File: src/rtl/seg_scan_ctrl.sv
// Multiplexed 7-segment scan controller with inter-digit dead gap and frame-aligned double buffering.
// Optional leading-zero suppression is built when SEG_SCAN_LZ_SUPPRESS_EN is defined.
module seg_scan_ctrl #(
  parameter int NUM_DIGITS  = 4,
  parameter int REFRESH_DIV = 50000,
  parameter int GAP_CYCLES  = 2,
  parameter int CNT_W       = 16
) (
  input  logic                    clk,
  input  logic                    rst_n,
  input  logic                    en,
  input  logic                    load,
  input  logic [4*NUM_DIGITS-1:0] digits_in,
  input  logic [NUM_DIGITS-1:0]   blank_mask,
  output logic [3:0]              bcd_out,
  output logic [NUM_DIGITS-1:0]   an_n,
  output logic                    frame_tick,
  output logic                    upd_done
);

  localparam int IDX_W = (NUM_DIGITS > 1) ? $clog2(NUM_DIGITS) : 1;
  localparam logic [IDX_W-1:0]      IDX_LAST = IDX_W'(NUM_DIGITS - 1);
  localparam logic [CNT_W-1:0]      DIV_LAST = CNT_W'(REFRESH_DIV - 1);
  localparam logic [CNT_W-1:0]      GAP_LAST = CNT_W'((GAP_CYCLES > 0) ? GAP_CYCLES - 1 : 0);
  localparam logic [NUM_DIGITS-1:0] ONE_HOT  = NUM_DIGITS'(1);

  typedef enum logic [1:0] {
    IDLE = 2'd0,
    LIT  = 2'd1,
    GAP  = 2'd2
  } state_t;

  state_t                    state_r;
  logic [IDX_W-1:0]          idx_r;
  logic [CNT_W-1:0]          cnt_r;
  logic [4*NUM_DIGITS-1:0]   active_r;
  logic [4*NUM_DIGITS-1:0]   pending_r;
  logic                      upd_pend_r;
  logic [NUM_DIGITS-1:0]     an_n_r;
  logic [3:0]                bcd_r;
  logic                      frame_tick_r;
  logic                      upd_done_r;

  logic [IDX_W-1:0]          idx_nx_s;
  logic                      slot_end_s;
  logic                      wrap_s;
  logic                      commit_s;
  logic [4*NUM_DIGITS-1:0]   active_nx_s;

  function automatic logic [3:0] nib(input logic [4*NUM_DIGITS-1:0] act,
                                     input logic [IDX_W-1:0] i);
    nib = act[{i, 2'b00} +: 4];
  endfunction

`ifdef SEG_SCAN_LZ_SUPPRESS_EN
  // Dark when this digit and every more-significant digit are zero; digit 0 always lights.
  function automatic logic lz_dark(input logic [IDX_W-1:0] i,
                                   input logic [4*NUM_DIGITS-1:0] act);
    logic nz;
    nz = 1'b0;
    for (int j = 0; j < NUM_DIGITS; j++) begin
      if ((j >= int'(i)) && (act[4*j +: 4] != 4'd0)) begin
        nz = 1'b1;
      end else begin
        nz = nz;
      end
    end
    lz_dark = (i != IDX_W'(0)) && !nz;
  endfunction
`endif

  function automatic logic [NUM_DIGITS-1:0] slot_an(input logic [IDX_W-1:0] i,
                                                    input logic [NUM_DIGITS-1:0] blank,
                                                    input logic [4*NUM_DIGITS-1:0] act);
    logic dark;
    dark = blank[i];
`ifdef SEG_SCAN_LZ_SUPPRESS_EN
    dark = dark | lz_dark(i, act);
`else
    dark = dark | (act[0] & 1'b0);
`endif
    slot_an = dark ? {NUM_DIGITS{1'b1}} : ~(ONE_HOT << i);
  endfunction

  // Slot-end, frame-wrap and buffer-commit decisions for the current cycle.
  always_comb begin
    idx_nx_s   = (idx_r == IDX_LAST) ? IDX_W'(0) : idx_r + IDX_W'(1);
    slot_end_s = 1'b0;
    case (state_r)
      LIT:     slot_end_s = en && (cnt_r == DIV_LAST) && (GAP_CYCLES == 0);
      GAP:     slot_end_s = en && (cnt_r == GAP_LAST);
      default: slot_end_s = 1'b0;
    endcase
    wrap_s      = slot_end_s && (idx_r == IDX_LAST);
    commit_s    = upd_pend_r && (wrap_s || (state_r == IDLE));
    active_nx_s = commit_s ? pending_r : active_r;
  end

  // Scan FSM, buffers and all registered outputs.
  always_ff @(posedge clk or negedge rst_n) begin
    if (!rst_n) begin
      state_r      <= IDLE;
      idx_r        <= '0;
      cnt_r        <= '0;
      active_r     <= '0;
      pending_r    <= '0;
      upd_pend_r   <= 1'b0;
      an_n_r       <= '1;
      bcd_r        <= 4'd0;
      frame_tick_r <= 1'b0;
      upd_done_r   <= 1'b0;
    end else begin
      frame_tick_r <= 1'b0;
      upd_done_r   <= commit_s;
      active_r     <= active_nx_s;
      // A load coinciding with a commit keeps the request alive for the new value.
      if (load) begin
        pending_r  <= digits_in;
        upd_pend_r <= 1'b1;
      end else if (commit_s) begin
        upd_pend_r <= 1'b0;
      end
      case (state_r)
        IDLE: begin
          an_n_r <= '1;
          idx_r  <= '0;
          cnt_r  <= '0;
          if (en) begin
            state_r <= LIT;
            an_n_r  <= slot_an(IDX_W'(0), blank_mask, active_nx_s);
            bcd_r   <= nib(active_nx_s, IDX_W'(0));
          end
        end
        LIT: begin
          if (!en) begin
            state_r <= IDLE;
            an_n_r  <= '1;
            idx_r   <= '0;
            cnt_r   <= '0;
          end else if (cnt_r == DIV_LAST) begin
            cnt_r <= '0;
            if (GAP_CYCLES > 0) begin
              state_r <= GAP;
              an_n_r  <= '1;
            end else begin
              idx_r        <= idx_nx_s;
              an_n_r       <= slot_an(idx_nx_s, blank_mask, active_nx_s);
              bcd_r        <= nib(active_nx_s, idx_nx_s);
              frame_tick_r <= wrap_s;
            end
          end else begin
            cnt_r  <= cnt_r + CNT_W'(1);
            an_n_r <= slot_an(idx_r, blank_mask, active_r);
            bcd_r  <= nib(active_r, idx_r);
          end
        end
        GAP: begin
          if (!en) begin
            state_r <= IDLE;
            an_n_r  <= '1;
            idx_r   <= '0;
            cnt_r   <= '0;
          end else if (cnt_r == GAP_LAST) begin
            state_r      <= LIT;
            cnt_r        <= '0;
            idx_r        <= idx_nx_s;
            an_n_r       <= slot_an(idx_nx_s, blank_mask, active_nx_s);
            bcd_r        <= nib(active_nx_s, idx_nx_s);
            frame_tick_r <= wrap_s;
          end else begin
            cnt_r  <= cnt_r + CNT_W'(1);
            an_n_r <= '1;
          end
        end
        default: begin
          state_r <= IDLE;
          an_n_r  <= '1;
          idx_r   <= '0;
          cnt_r   <= '0;
        end
      endcase
    end
  end

  assign bcd_out    = bcd_r;
  assign an_n       = an_n_r;
  assign frame_tick = frame_tick_r;
  assign upd_done   = upd_done_r;

endmodule

File: config.mk
export PLATFORM = sky130hd
export DESIGN_NAME = seg_scan_ctrl
export DESIGN_NICKNAME = d
export VERILOG_FILES = /design/src/rtl/seg_scan_ctrl.sv
export SDC_FILE = /design/constraint.sdc
export NUM_CORES = 1
export LEC_CHECK = 0
export ABC_CLOCK_PERIOD_IN_PS = 4210
export CORE_MARGIN = 10
export CORE_UTILIZATION = 32
export CTS_BUF_LIST = sky130_fd_sc_hd__clkbuf_4
export CTS_CLUSTER_SIZE = 16
export DETAILED_ROUTE_END_ITERATION = 10
export GPL_TIMING_DRIVEN = 0
export PLACE_DENSITY = 0.49
export SYNTH_ARGS = -nofsm -noshare
export SYNTH_HDL_FRONTEND = slang
export SYNTH_SLANG_ARGS = --single-unit
File: constraint.sdc
create_clock -name clk -period 4.21 [get_ports clk]
set_input_delay 0.6315 -clock clk [delete_from_list [all_inputs] [get_ports clk]]
set_output_delay 0.6315 -clock clk [all_outputs]
set_load 0.01 [all_outputs]
==> results of run 1 <==
worst max-delay path by stage:
stage / slack, ps / from / to / cells past startpoint
floorplan: 1520 / idx_r[0]$_DFFE_PN0P_ / an_n[0]$_DFF_PN1_ / 8
global placement: 270 / rst_n / upd_done$_DFF_PN0_ / 1
detailed placement: 1030 / idx_r[0]$_DFFE_PN0P_ / an_n[0]$_DFF_PN1_ / 8
CTS: 1010 / idx_r[0]$_DFFE_PN0P_ / an_n[0]$_DFF_PN1_ / 8
global route: 760 / idx_r[0]$_DFFE_PN0P_ / an_n[0]$_DFF_PN1_ / 8
finish: 1040 / idx_r[0]$_DFFE_PN0P_ / an_n[0]$_DFF_PN1_ / 8
kinds of logic (layout without fill, tap and decap cells):
kind of cell / count (synthesis) / count (layout) / synth area share (%)
adders and majority gates: 11 / 11 / 3.92
xor gates and xnor gates: 14 / 14 / 3.49
buffers and inverters: 34 / 81 / 4.10
and+or+nand+nor: 131 / 131 / 17.6
DFF: 63 / 63 / 45.0
muxes: 32 / 32 / 14.7
AOI/OAI and AO/OA: 53 / 53 / 11.2
per-stage QoR:
step	std cells	hold slack, ps
after floorplan	338	336
after global placement	509	467
after detailed placement	509	481
after CTS	525	304
after global routing	525	309
final	525	274
area by class of cell:
| class | instances | area (µm²) | area share (%) |
|---|---|---|---|
| timing repair buffer | 31 | 308 | 7.45 |
| clock buffer | 9 | 67.6 | 1.63 |
| inverter | 11 | 41.3 | 0.999 |
| buffer | 23 | 103 | 2.48 |
| multi-input combinational | 241 | 1790 | 43.2 |
| clock inverter | 7 | 72.6 | 1.76 |
| sequential | 63 | 1580 | 38.3 |
| tap | 140 | 175 | 4.24 |
power by group through the flow:
stage | Clock, mW | Combinational [mW] | Sequential [mW]
4_1_cts | 0.449 | 0.879 | 0.870
2_1_floorplan | 0 | 0.582 | 0.867
3_5_place_dp | 0 | 0.876 | 0.882
5_1_grt | 0.476 | 0.975 | 0.888
3_3_place_gp | 0 | 0.868 | 0.875
6_report | 0.428 | 0.869 | 0.868
per-layer routing:
layer | share of wire [%] | track usage, %
met4 | 0.69 | 2.88
met5 | 0 | 0
met3 | 4.5 | 3.91
met2 | 49 | 18.5
met1 | 46 | 13.4
state kept, by name, indices dropped and copies added (netlist names):
signal / count
upd_pend_r: 1
cnt_r: 16
active_r: 16
bcd_out: 4
pending_r: 16
frame_tick: 1
upd_done: 1
idx_r: 2
state_r: 2
an_n: 4
cell usage in the layout, fill, tap and decap left out, types with 4 or more instances in the layout:
master / n
o211a_1: 4
dfrtp_1: 59
ha_1: 11
nor2b_1: 5
clkdlybuf4s50_1: 30
and3_1: 5
mux2_2: 16
o41ai_1: 4
dfstp_2: 4
xor2_1: 4
a222oi_1: 4
nor3_1: 7
o211ai_1: 4
clkbuf_1: 15
mux4_2: 14
nand2_1: 58
o2111ai_1: 4
nor2_1: 22
xnor2_1: 10
a21boi_0: 5
o21ai_1: 6
nand3_1: 14
clkbuf_4: 9
inv_1: 10
o21ai_0: 10
cells in the mapped netlist, types with 5 or more instances:
library cell  count  share of area, %
dfrtp_1          59                42
nand2_1          58               6.2
nor2_1           22               2.4
mux2_2           16               5.1
clkbuf_1         15               1.6
mux4_2           14               9.0
nand3_1          14               2.0
ha_1             11               3.9
inv_1            10               1.1
o21ai_0          10               1.4
xnor2_1          10               2.5
nor3_1            7               1.0
o21ai_1           6              0.86
a21boi_0          5               1.1
and3_1            5              0.89
nor2b_1           5              0.89
critical path, stage by stage, from the launching register on:
cell      delay [ps]
dfrtp_1          420
clkbuf_1         460
inv_1            150
ha_1             310
buf_1            530
mux4_2           590
nor2_1           140
a31oi_1          100
a2111o_1         400
==> run_results.csv, run 1 <==
group,metric,value,unit
timing,slew_headroom,46.6,%
yosys,syn_inst,338,
timing,timing.final.ws_setup,1040,ps
final_layout,final_nets,415,
place,placed_cell_area,3990,µm²
routing,drtPass1Iterations,4,
setup_path,crit_required,4550,ps
routing,wl_per_cell,16.1,µm
clocking,hold_buffers,0,
routing,drtIter0Drc,145,
setup_path,crit_arrival,3520,ps
place,gp_congestion,0.774,
routing,drc,0,
place,pre_cts_slack,1030,ps
power,ir_drop,0.218,mV
power,p_int,1.35,mW
timing,period_needed,3170,ps
clocking,clkTransAtPathRegs,120,ps
job,maxCapViolCount,0,
setup_path,r2r_cells,8,
clocking,cts_resized,0,
yosys,synth_ff_type,"dfrtp_1",
clocking,cts_sinks,63,
timing,fin_crit_sh,75.4,%
timing,maxSlewViolCount,0,
grt,first_global_vias,2807,
power,total_power,2.17,mW
routing,dr_total_vias,2671,
routing,ant_nets,0,
grt,antenna_found_initial,0,
setup_path,end_kind,"flop",
yosys,ys_ff_latch,63,
yosys,synth-edff-count,0,
routing,routed_wl,8470,µm
floorplan,core,10800,µm²
floorplan,io_pins,34,
routing,viasPerCell,5.09,
floorplan,fp.dieW,125,µm
floorplan,start_util,32.5,%
floorplan,rows,38,
power,combPwrFrac,40.1,%
yosys,synth.avg_cell_area,10.4,µm²
timing,setup_viol,0,
timing,finalHoldViolCount,0,
clocking,cts_tree,"built",
floorplan,die_height,125,µm
grt,grt_pass1_wl,14200,µm
power,power_density,524,nW/µm²
timing,max_freq,0.315,GHz
yosys,synth-async-reset-ratio,100,%
power,p_sw,0.814,mW
yosys,syn_nets,373,
timing,setup_tns,0,ps
setup_path,cp_max_fo,10,
clocking,root_buffer,"clkbuf_4",
clocking,clk_path_buf_depth,2,
clocking,postCtsSetupRepairBufs,0,
place,dp_hpwl,6270,µm
final_layout,synthToLayoutAreaGrowth,17.7,%
final_layout,fin_area,4130,µm²
yosys,ys_warn_count,0,
setup_path,timing.reg2reg.setup_slack,1040,ps
final_layout,antenna_cells,0,
yosys,yosysUniqueCellTypes,51,
setup_path,rr_endpoint,"an_n[0]$_DFF_PN1_",
timing,tightest_slew,802,ps
status,status,"completed",
power,p_leak,1.68,nW
grt,grt_start_max_net_pins,64,
timing,clock_skew,15.2,ps
place,numPortBuffers,31,
hold_path,hold_class,"in -> async",
setup_path,r2r_start,"idx_r[0]$_DFFE_PN0P_",
setup_path,criticalPathCategory,"reg -> reg",
yosys,syn_area,3510,µm²
final_layout,drive_gt1_share,16.1,%
floorplan,dieArea,15600,µm²
final_layout,fillerInstances,1108,
clocking,htree_levels,3,
clocking,cts_buffers,9,
clocking,clock_latency,430,ps
power,seqPwrFrac,40.1,%
grt,grt_use_total,11.2,%
power,clkPwrFrac,19.8,%
setup_path,cp-start-kind,"flop",
final_layout,utilization,38.3,%
yosys,yosysSeqAreaShare,45.0,%
power,netSwitchingFraction,37.6,%
grt,globalRoute.totalOverflow,0,
timing,rsz0062_at_grt,"no",
Power figures use the tool's default switching activity.
==> run 2, diff against run 1 <==
--- a/config.mk
+++ b/config.mk
@@ -5,7 +5,7 @@
 export SDC_FILE = /design/constraint.sdc
 export NUM_CORES = 1
 export LEC_CHECK = 0
-export ABC_CLOCK_PERIOD_IN_PS = 4210
+export ABC_CLOCK_PERIOD_IN_PS = 3300
 export CORE_MARGIN = 10
 export CORE_UTILIZATION = 32
 export CTS_BUF_LIST = sky130_fd_sc_hd__clkbuf_4
==> constraint.sdc (replaced) <==
create_clock -name clk -period 3.3 [get_ports clk]
set_input_delay 0.495 -clock clk [delete_from_list [all_inputs] [get_ports clk]]
set_output_delay 0.495 -clock clk [all_outputs]
set_load 0.01 [all_outputs]
==> run 2 against run 1 <==
  * Combinational power increased by 28%
  * First-iteration DRC count increased by 1.4%
  * Register-to-register slack got worse by 720 ps
  * Die area unchanged
  * Cell area about the same
  * Critical path depth decreased by 1
  * Utilization about the same
  * Routed wire length about the same
  * Critical endpoint unchanged
  * Worst setup slack got worse by 720 ps
  * Clock power increased by 28%
  * Flip-flop and latch count unchanged
  * Final cell count decreased by 0.19%
==> run_results.csv, run 2 (synthesis results as in run 1) <==
group,metric,value,unit
status,status,"completed",
grt,grt_use_total,11.2,%
timing,fin_crit_sh,90.4,%
setup_path,crit_required,3650,ps
routing,drtPass1Iterations,5,
grt,grtUsageMet1,13.4,%
setup_path,cp_max_fo,10,
place,gp_congestion,0.774,
final_layout,fillerInstances,1110,
final_layout,final_cell_mix,"59 x dfrtp_1, 58 x nand2_1, 30 x clkdlybuf4s50_1",
clocking,postCtsSetupRepairBufs,0,
routing,viasPerCell,5.08,
final_layout,layout_commonest_cell,"dfrtp_1",
floorplan,core,10800,µm²
setup_path,timing.reg2reg.setup_slack,320,ps
setup_path,end_kind,"flop",
place,place_inst,509,
timing,maxSlewViolCount,0,
floorplan,fp.dieW,125,µm
setup_path,path_buf_inv,2,
place,dp_hpwl,6270,µm
power,power_density,670,nW/µm²
final_layout,layout.cells.non_filler,524,
power,p_leak,1.68,nW
hold_path,hold_class,"in -> async",
routing,routed_wl,8460,µm
grt,grtUsageMet2,18.5,%
floorplan,start_util,32.5,%
final_layout,reg_top3,"active_r: 16 flops, cnt_r: 16 flops, pending_r: 16 flops",
setup_path,r2r_cells,7,
timing,max_freq,0.335,GHz
setup_path,r2r_start,"idx_r[0]$_DFFE_PN0P_",
timing,finalHoldViolCount,0,
setup_path,cp_slowest_stage_delay,670,ps
grt,grt_pass1_wl,14200,µm
timing,tightest_slew,806,ps
setup_path,cp_cell_sequence,"clkbuf_1 > inv_1 > ha_1 > mux4_2 > nor2_1 > a31oi_1 > a2111o_1",
routing,drtIter0Drc,147,
clocking,hold_buffers,0,
final_layout,utilization,38.3,%
final_layout,multi_input_area,1790,µm²
timing,slew_headroom,46.3,%
grt,antenna_found_initial,0,
routing,drc,0,
setup_path,cp-start-kind,"flop",
clocking,clk_path_buf_depth,2,
grt,first_global_vias,2807,
floorplan,dieArea,15600,µm²
grt,grt_start_max_net_pins,64,
clocking,clock_latency,430,ps
final_layout,final_nets,414,
timing,period_needed,2980,ps
timing,rsz0062_at_grt,"no",
routing,ant_nets,0,
grt,globalRoute.totalOverflow,0,
grt,gr-max-usage-layer,"met2",
clocking,clkTransAtPathRegs,120,ps
setup_path,rr_endpoint,"an_n[0]$_DFF_PN1_",
job,maxCapViolCount,0,
routing,dr_total_vias,2663,
clocking,root_buffer,"clkbuf_4",
place,numPortBuffers,31,
setup_path,criticalPathCategory,"reg -> reg",
clocking,cts_sinks,63,
routing,wl_per_cell,16.1,µm
floorplan,die_height,125,µm
clocking,cts_buffers,9,
floorplan,rows,38,
clocking,cts_resized,0,
grt,use_met3,3.91,%
final_layout,antenna_cells,0,
timing,clock_skew,15.9,ps
timing,setup_viol,0,
setup_path,cp_slowest_cell,"ha_1",
setup_path,crit_family,"adder cells",
power,ir_drop,0.278,mV
clocking,htree_levels,3,
final_layout,synthToLayoutAreaGrowth,17.6,%
final_layout,regArea,1580,µm²
setup_path,crit_arrival,3340,ps
clocking,cts_tree,"built",
floorplan,io_pins,34,
final_layout,drive_gt1_share,16.1,%
-- run 2: layer usage --
layer / part of all wire, % / vias to the layer above
met2: 49 / 47
met1: 46 / 1319
met5: 0 / -
met3: 4.3 / 8
met4: 1.1 / 0
li1: - / 1289
-- run 2: worst max path at each step --
stage               depth (start not counted)            startpoint            endpoint
finish                                      7  idx_r[0]$_DFFE_PN0P_   an_n[0]$_DFF_PN1_
global route                                7  idx_r[0]$_DFFE_PN0P_   an_n[0]$_DFF_PN1_
CTS                                         8  idx_r[0]$_DFFE_PN0P_   an_n[0]$_DFF_PN1_
detailed placement                          8  idx_r[0]$_DFFE_PN0P_   an_n[0]$_DFF_PN1_
global placement                            1                 rst_n  upd_done$_DFF_PN0_
floorplan                                   8  idx_r[0]$_DFFE_PN0P_   an_n[0]$_DFF_PN1_
-- run 2: report_power, final --
group          total (mW)  switching (mW)  internal (mW)
sequential           1.11           0.134          0.974
combinational        1.11           0.590          0.519
clock               0.549           0.318          0.232
total                2.77            1.04           1.72
-- run 2: cell type report --
class / instances / area share, %
multi-input cells: 241 / 43.2
well taps: 140 / 4.24
inverters: 11 / 1.00
plain buffers: 22 / 2.39
clock buffers: 9 / 1.64
repair buffers: 31 / 7.45
flip-flops and latches: 63 / 38.3
clock inverters: 7 / 1.76
-- run 2: stage by stage --
stage	setup TNS [ps]	worst slack (ps)	hold slack, ps	power [mW]	instance area (µm²)
2_1_floorplan	0	609	199	1.85	3510
3_3_place_gp	-29590	-507	467	2.22	4000
4_1_cts	0	95.1	167	2.80	4130
3_5_place_dp	0	118	481	2.24	3990
5_1_grt	0	75.2	173	2.98	4130
6_report	0	316	127	2.77	4130
==> run 3, diff against run 2 <==
--- a/config.mk
+++ b/config.mk
@@ -11,8 +11,9 @@
 export CTS_BUF_LIST = sky130_fd_sc_hd__clkbuf_4
 export CTS_CLUSTER_SIZE = 16
 export DETAILED_ROUTE_END_ITERATION = 10
-export GPL_TIMING_DRIVEN = 0
-export PLACE_DENSITY = 0.49
+export DONT_BUFFER_PORTS = 1
+export GPL_TIMING_DRIVEN = 1
+export PLACE_DENSITY = 0.45
 export SYNTH_ARGS = -nofsm -noshare
 export SYNTH_HDL_FRONTEND = slang
 export SYNTH_SLANG_ARGS = --single-unit
==> run 3 against run 2 <==
  * Non-clock buffer count is 49 lower
  * Via count is 5.9% lower
  * Final cell count is 9.5% lower
  * Combinational power is 20% lower
  * First-iteration DRC count is 16% higher
  * Cell area is 8.8% lower
  * Sequential share of layout area is 3.7 points higher
  * Critical path depth stayed put
  * Global-route usage is 0.43 points higher
  * Utilization is 3.4 points lower
  * Clock skew is 7.1 ps higher
  * Critical path type unchanged
  * Critical endpoint is now bcd_out[0]$_DFFE_PN0P_
  * Largest cell class unchanged
==> run_results.csv, run 3 (synthesis results as in run 1) <==
group,metric,value,unit
status,status,"completed",
timing,setup_tns,0,ps
final_layout,layout.cells.non_filler,474,
grt,grt_start_max_net_pins,64,
timing,setup_viol,0,
setup_path,r2r_start,"cnt_r[1]$_DFF_PN0_",
floorplan,rows,38,
floorplan,io_pins,34,
routing,routed_wl,8720,µm
final_layout,fillerInstances,1089,
timing,finalHoldViolCount,0,
grt,grtUsageMet2,18.8,%
setup_path,cp_max_fo,17,
clocking,clk_path_buf_depth,2,
final_layout,reg_top3,"active_r: 16 flops, cnt_r: 16 flops, pending_r: 16 flops",
final_layout,multi_input_area,1790,µm²
setup_path,cp_cell_sequence,"inv_1 > ha_1 > or4b_1 > or4_4 > o21a_1 > o211a_1 > o21ai_1",
clocking,cts_buffers,9,
power,p_sw,0.987,mW
floorplan,dieArea,15600,µm²
grt,antenna_found_initial,0,
final_layout,final_cell_mix,"59 x dfrtp_1, 58 x nand2_1, 22 x nor2_1",
final_layout,final_nets,365,
setup_path,cp_slowest_stage_delay,630,ps
setup_path,cp_slowest_cell,"or4_4",
final_layout,antenna_cells,0,
timing,slew_headroom,55.2,%
power,clkPwrFrac,20.3,%
routing,drtIter0Drc,170,
floorplan,die_height,125,µm
power,p_leak,1.53,nW
power,combPwrFrac,34.8,%
grt,globalRoute.totalOverflow,0,
power,netSwitchingFraction,38.4,%
clocking,root_buffer,"clkbuf_4",
timing,period_needed,2780,ps
grt,use_met3,4.04,%
place,place_inst,457,
place,dp_hpwl,6170,µm
setup_path,end_kind,"flop",
setup_path,cp-start-kind,"flop",
grt,grt_pass1_wl,14700,µm
clocking,clock_latency,430,ps
routing,wl_per_cell,18.4,µm
timing,max_freq,0.360,GHz
final_layout,regArea,1580,µm²
routing,viasPerCell,5.29,
grt,first_global_vias,2676,
setup_path,crit_family,"simple AND/OR/NAND/NOR gates",
setup_path,criticalPathCategory,"reg -> reg",
setup_path,timing.reg2reg.setup_slack,520,ps
clocking,clkTransAtPathRegs,110,ps
power,ir_drop,0.336,mV
job,maxCapViolCount,0,
routing,drtPass1Iterations,4,
grt,gr-max-usage-layer,"met2",
timing,maxSlewViolCount,0,
power,p_int,1.58,mW
grt,grtUsageMet1,14.0,%
routing,ant_nets,0,
setup_path,crit_arrival,3130,ps
timing,fin_crit_sh,84.2,%
timing,tightest_slew,670,ps
clocking,cts_sinks,63,
grt,grt_use_total,11.6,%
setup_path,path_buf_inv,1,
final_layout,layout_commonest_cell,"dfrtp_1",
floorplan,start_util,32.5,%
power,seqPwrFrac,45.0,%
place,gp_congestion,0.826,
setup_path,crit_required,3650,ps
clocking,htree_levels,3,
timing,rsz0062_at_grt,"no",
final_layout,drive_gt1_share,17.4,%
final_layout,fin_area,3770,µm²
final_layout,synthToLayoutAreaGrowth,7.27,%
place,numPortBuffers,0,
timing,clock_skew,23.0,ps
power,power_density,682,nW/µm²
routing,dr_total_vias,2506,
power,total_power,2.57,mW
hold_path,hold_class,"in -> reg",
hold_path,worstHoldStart,"en",
floorplan,fp.dieW,125,µm
clocking,cts_tree,"built",
place,placed_cell_area,3600,µm²
routing,drc,0,
floorplan,core,10800,µm²
setup_path,crit_path_start,"cnt_r[1]$_DFF_PN0_",
-- run 3: path summary, 6_finish.rpt --
path                                                to  cells after the start
worst max-delay path            bcd_out[0]$_DFFE_PN0P_                      7
worst min-delay path            state_r[1]$_DFFE_PN0P_                      1
worst max register to register  bcd_out[0]$_DFFE_PN0P_                      7
worst min register to register  active_r[14]$_DFF_PN0_                      2
max in group asynchronous            an_n[2]$_DFF_PN1_                      2
min in group asynchronous       state_r[0]$_DFFE_PN0P_                      2
-- run 3: final cells by class --
| class | count | area share (%) |
|---|---|---|
| Sequential cell | 63 | 42.0 |
| Tap cell | 140 | 4.65 |
| Timing Repair Buffer | 4 | 1.40 |
| Inverter | 11 | 1.10 |
| Multi-Input combinational cell | 241 | 47.4 |
| Clock buffer | 9 | 1.79 |
| Clock inverter | 6 | 1.66 |
-- run 3: metrics by stage --
step / utilization (%) / setup WS, ps / hold WS (ps)
finish: 34.9 / 522 / 167
global route: 34.9 / 314 / 124
CTS: 34.9 / 464 / 130
detailed placement: 33.3 / 481 / 203
global placement: 33.3 / 533 / 203
floorplan: - / 609 / 199
-- run 3: layer usage --
metal / part of all wire (%) / vias to the layer above
met5: 0 / -
met4: 1.6 / 0
met3: 6.0 / 11
met2: 49 / 63
met1: 44 / 1235
li1: - / 1197
-- run 3: power by group through the flow --
stage	combinational (mW)	clock, mW	sequential [mW]
final	0.893	0.521	1.16
after global routing	1.02	0.585	1.19
after CTS	0.908	0.552	1.16
after detailed placement	0.882	0	1.18
after global placement	0.878	0	1.17
after floorplan	0.742	0	1.11
-- run 3: what timing repair did --
action                    in CTS  in global routing
resized for setup              0                  0
buffers inserted               0                  0
hold buffers                   2                  0
hold endpoints to repair      63                  0
